File: config.mk
export PLATFORM = sky130hd
export DESIGN_NAME = instr_fetch
export DESIGN_NICKNAME = d
export VERILOG_FILES = /design/src/rtl/instr_fetch.sv
export SDC_FILE = /design/constraint.sdc
export NUM_CORES = 1
export LEC_CHECK = 0
export CORE_ASPECT_RATIO = 0.8
export CORE_UTILIZATION = 28
export CTS_BUF_LIST = sky130_fd_sc_hd__clkbuf_4 sky130_fd_sc_hd__clkbuf_8
export DETAILED_ROUTE_END_ITERATION = 8
export PLACE_DENSITY = 0.63
export SYNTH_ARGS = -nofsm -noshare
export SYNTH_HDL_FRONTEND = slang
export SYNTH_SLANG_ARGS = --single-unit
File: constraint.sdc
create_clock -name clk -period 2 [get_ports clk]
set_input_delay 0.4 -clock clk [delete_from_list [all_inputs] [get_ports clk]]
set_output_delay 0.4 -clock clk [all_outputs]
set_load 0.05 [all_outputs]
File: src/rtl/instr_fetch.sv
// instr_fetch: program-ROM reader; fetches, splits and hands instructions to execute over valid/ready.
// Optional FETCH_ERR_EN builds the sticky out-of-range fetch flag.
module instr_fetch #(
  parameter logic [4:0] START_ADDR = 5'd0,
  parameter logic [4:0] LAST_ADDR  = 5'd15
) (
  input  logic        clk,
  input  logic        rst_n,
  input  logic        run,
  output logic        rom_oe,
  output logic [4:0]  rom_addr,
  input  logic [15:0] rom_data,
  output logic        instr_valid,
  input  logic        instr_ready,
  output logic [1:0]  instr_reg,
  output logic [3:0]  instr_code,
  output logic [7:0]  instr_data,
  input  logic        jmp_en,
  input  logic [4:0]  jmp_addr,
  output logic [4:0]  pc,
  output logic        fetch_err
);
  typedef enum logic [1:0] {IDLE, FETCH, VALID} state_t;
  state_t state, state_nx;
  logic [4:0] pc_nx;
  logic cap;
  logic unused_bits;
  assign unused_bits = ^rom_data[15:14];
  assign rom_oe = state == FETCH;
  assign instr_valid = state == VALID;
  assign rom_addr = pc;
  always_comb begin
    state_nx = state;
    pc_nx = pc;
    cap = 1'b0;
    case (state)
      IDLE:  state_nx = run ? FETCH : IDLE;
      FETCH: if (!jmp_en) begin
        cap = 1'b1;
        state_nx = VALID;
        pc_nx = pc >= LAST_ADDR ? START_ADDR : pc + 5'd1;
      end
      VALID: state_nx = instr_ready ? (run ? FETCH : IDLE) : VALID;
      default: state_nx = IDLE;
    endcase
    pc_nx = jmp_en ? jmp_addr : pc_nx;
  end
  always_ff @(posedge clk or negedge rst_n)
    if (!rst_n) begin
      state <= IDLE;
      pc <= START_ADDR;
    end else begin
      state <= state_nx;
      pc <= pc_nx;
    end
  // A jump during FETCH discards the word, so capture only on a completed fetch
  always_ff @(posedge clk or negedge rst_n)
    if (!rst_n) begin
      instr_reg <= '0;
      instr_code <= '0;
      instr_data <= '0;
    end else if (cap) begin
      instr_reg <= rom_data[13:12];
      instr_code <= rom_data[11:8];
      instr_data <= rom_data[7:0];
    end
`ifdef FETCH_ERR_EN
  always_ff @(posedge clk or negedge rst_n)
    if (!rst_n) fetch_err <= 1'b0;
    else if (state == FETCH && pc > LAST_ADDR) fetch_err <= 1'b1;
`else
  assign fetch_err = 1'b0;
`endif
endmodule

# == After elaboration in Yosys (flattened, before gate mapping) ==
# Index checks and enable logic that the tools add are counted.
# op_classes
add_sub_neg,1
n_lt_le_gt_ge,1
eq_ne,3
muxes,9
n_reduce_logical,2
# op_table
op,count
$mux W5,3
$pmux W2 S3,1
$add A5 B1 Y5 const B,1
$ge A5 B4 Y1 const B,1
$mux W2,2
$mux W1,3
$eq A2 B1 Y1 const B,1
$eq A2 B2 Y1 const B,1
$logic_not A2 Y1,1
$ne A2 B2 Y1 const B,1
$reduce_bool A2 Y1,1
# totals
regBits,21
input_bits,26
output_inout_bits,27
elab_cells,21

# == Logic depth before layout (Yosys ltp) ==
# depth
depth_word,4
mapped_depth,6
ltp_nobuf,6

# == Worst setup path before layout ==
# OpenSTA, ideal clock, no wires.
# synth_path
path_type,register -> register
from,register pc[0]
to,register pc[4]
setup_ns,0.091
arrival_time_ns,1.977
setup_slack_ns,-0.067
path_stages_with_launch,7
synth_period_minus_slack_ns,2.067
cell_sequence,dfrtp_1 > ha_1 > and3_1 > ha_1 > nor4b_1 > nand2_1 > o221ai_1
# synth_via
elab_chain_cells,4
# synth_lines
element,line,rtl
start: declaration,20,"output logic [4:0] pc,"
start signal: assignment,54,pc <= pc_nx;
$add A5 B1 Y5 / $ge A5 B4 Y1 (equally long branches),41,pc_nx = pc >= LAST_ADDR ? START_ADDR : pc + 5'd1;
$mux W5 (*),41,
$mux W5 (*),36,case (state)
$mux W5 (*),46,pc_nx = jmp_en ? jmp_addr : pc_nx;
# Every way passes the cells marked *; elsewhere a longest branch is shown, timed or not. The select of a mux whose other input is x is not followed.
# A chain may end at the register's enable or synchronous reset.

# == Worst setup path after layout ==
# layout_path
from,register pc[3]
to,output port rom_addr[3]
# layout_lines
element,line,rtl
end: declaration,11,"output logic [4:0] rom_addr,"
# No word-level cell between the ends.

==> flow_summary.yaml <==
global_routing:
  grt_pass1_vias: 849
  overflow: 0
  grt_max_degree: 22
  antenna_found_initial: 0
  track_usage: 0.134
  grt_first_pass_wirelength_mm: 3.82
drt:
  drt_wl_total_mm: 2.27
  viasPerCell: 4.74
  drt_iter0_drc: 55
  drcViolationCount: 0
  ant_nets: 0
  wl_per_cell_um: 13.1
  dr.pass1.iters: 4
  num_vias: 820
timing:
  fin_skew_ns: 0.00460
  report.final.slew_viol_count: 0
  finalCriticalPeriod_ns: 1.90
  max_freq_ghz: 0.525
  rsz0062_at_grt: "no"
  fin_crit_sh: 0.952
  setup_violations: 0
  worst_slew_pin_slew_ns: 0.505
  max_slew_margin: 0.662
  setup_tns_ns: 0
  hold_viol_final: 0
setup_path:
  cp.arrival_ns: 1.50
  r2r_slack_ns: 0.19
  worstReg2RegStart: "pc[0]"
  reg2reg_to: "pc[4]"
  cp-end-kind: "primary output"
  critPathTopFamily: "buffers and inverters"
  path_cells: "clkdlybuf4s50_1"
  slowest_stage: "clkdlybuf4s50_1"
  start_kind: "register"
  slowest_delay_ns: 0.83
  cp.required_ns: 1.60
  worstSetupPathType: "register to primary output"
  cp_max_fo: 6
  crit_buf_inv: 1
  rr_worst_depth: 6
clock_network:
  post-cts-setup-buffers: 0
  clockBufferDepth: 2
  path_clk_slew_ns: 0.08
  clkLatencyLatePin_ns: 0.26
  post_cts_resized: 0
  cts_tree: "built"
  cts.sinks: 21
  root_buffer: "clkbuf_8"
  cts_buffers: 3
  hold_buffers: 0
  htreeDepth: 1
placed_design:
  port_buffers: 49
  place_area_sq_mm: 0.00150
  dp.cells: 169
  gp_congestion: 0.873
  place_hpwl_mm: 1.76
layout:
  top_regs: "instr_data x8, pc x5, instr_code x4"
  largest_register_ffs: 8
  final_cells: 173
  fin_nets: 160
  area_growth_pct: 54.6
  largest-register: "instr_data"
  n_antenna_cell: 0
  fin_area_sq_mm: 0.00155
  drive_above_1_share: 0.260
  n_fill_cell: 339
synth:
  ys_warn_count: 0
  synth_cells: 83
  netlist_top_cells_area: "dfrtp_1, mux2_2, buf_4"
  ys_ff_latch: 21
  synth_cell_type_count: 29
  syn_area_per_cell_sq_um: 12.1
  yosysTopAreaCell: "dfrtp_1"
  synthesis.area_sq_mm: 0.00100
  syn_nets: 111
  yosysTopAreaCellShare: 0.524
  synth_seq_area_share: 0.524
floorplan:
  placementRows: 19
  initial_core_util: 0.293
  ios: 53
  die_width_um: 68.9
  die_y_um: 55.5
  design.die.area_sq_mm: 0.00383
  core_area_sq_mm: 0.00342
pwr:
  p_leak_nw: 0.660
  power.total_mw: 2.63
  power.density_mw_per_mm2: 1700
  ir_drop_uv: 888
job:
  cap_violations: 0
hold_path:
  min-delay-path-class: "input port to asynchronous set/reset pin"
status:
  status: "finished clean"
## routing by layer
layer / vias to the layer above / wire (um) / global-route usage
met4: 0 / 12 / 0.0262
met5: - / 0 / 0
met3: 2 / 178 / 0.0620
li1: 384 / - / -
met1: 406 / 936 / 0.161
met2: 28 / 1150 / 0.216
## synthesized netlist by cell type
master,count
o21ai_0,1
o21ai_1,1
dfrtp_1,21
mux2_2,14
buf_4,7
inv_1,3
and3_1,1
clkbuf_1,1
and4b_1,1
and2b_1,1
o211ai_1,3
nand2_1,8
mux2i_1,1
o22ai_1,1
nor4b_1,1
nor2_1,1
a311oi_1,1
nand3_1,1
buf_6,1
ha_1,2
nor2b_1,2
conb_1,1
a32o_1,1
nor4bb_1,1
nor2_4,1
nand2b_1,2
a21oi_1,2
o221ai_1,1
a41oi_1,1
## worst max path at each step
stage	from	to	slack, ns	cells past startpoint
final	pc[3]	rom_addr[3]	0.1	1
after global routing	pc[3]	rom_addr[3]	0.02	1
after CTS	pc[3]	rom_addr[3]	0.08	1
after detailed placement	jmp_en	instr_data[2]	0.19	3
after global placement	jmp_en	instr_data[2]	0.24	3
after floorplan	pc[0]	pc[4]	0.07	6
## kinds of logic (layout without fill, tap and decap cells)
| family | count (synthesis) | after routing | synth area share |
|---|---|---|---|
| AOI/OAI and AO/OA | 12 | 12 | 0.0848 |
| adders and majority gates | 2 | 2 | 0.0249 |
| buffers and inverters | 12 | 60 | 0.0785 |
| DFF | 21 | 21 | 0.524 |
| muxes | 15 | 15 | 0.167 |
| other | 1 | 1 | 0.00374 |
| and+or+nand+nor | 20 | 20 | 0.117 |
## where the power goes
part / internal (mW) / total (mW) / switching, mW
sequential: 0.607 / 0.732 / 0.125
clock: 0.141 / 0.280 / 0.139
combinational: 0.600 / 1.62 / 1.02
total: 1.35 / 2.63 / 1.28
## per-stage QoR
step                      hold WS (ns)  utilization  worst slack [ns]
after floorplan                  0.104            -            0.0683
after global placement           0.490        0.439             0.235
after detailed placement         0.495        0.439             0.191
after CTS                        0.485        0.453            0.0820
after global routing             0.511        0.453            0.0233
final                            0.476        0.453            0.0964
## cells in the final DEF, fill, tap and decap left out, types with 2 or more instances in the layout
master / netlist / final
clkbuf_8: 0 / 3
clkdlybuf4s50_1: 0 / 39
nor2b_1: 2 / 2
nand2_1: 8 / 8
nand2b_1: 2 / 2
buf_4: 7 / 13
inv_1: 3 / 3
o211ai_1: 3 / 3
ha_1: 2 / 2
a21oi_1: 2 / 2
mux2_2: 14 / 14
dfrtp_1: 21 / 21
## layout make-up
| type | count | area, sq um | share of cell area |
|---|---|---|---|
| multi-input cells | 50 | 405 | 0.261 |
| clock inverters | 1 | 7.51 | 0.00484 |
| well taps | 42 | 52.6 | 0.0339 |
| repair buffers | 53 | 508 | 0.327 |
| inverters | 3 | 11.3 | 0.00726 |
| flip-flops and latches | 21 | 526 | 0.339 |
| clock buffers | 3 | 41.3 | 0.0266 |
Note: power is estimated with default switching activity, not from simulation.
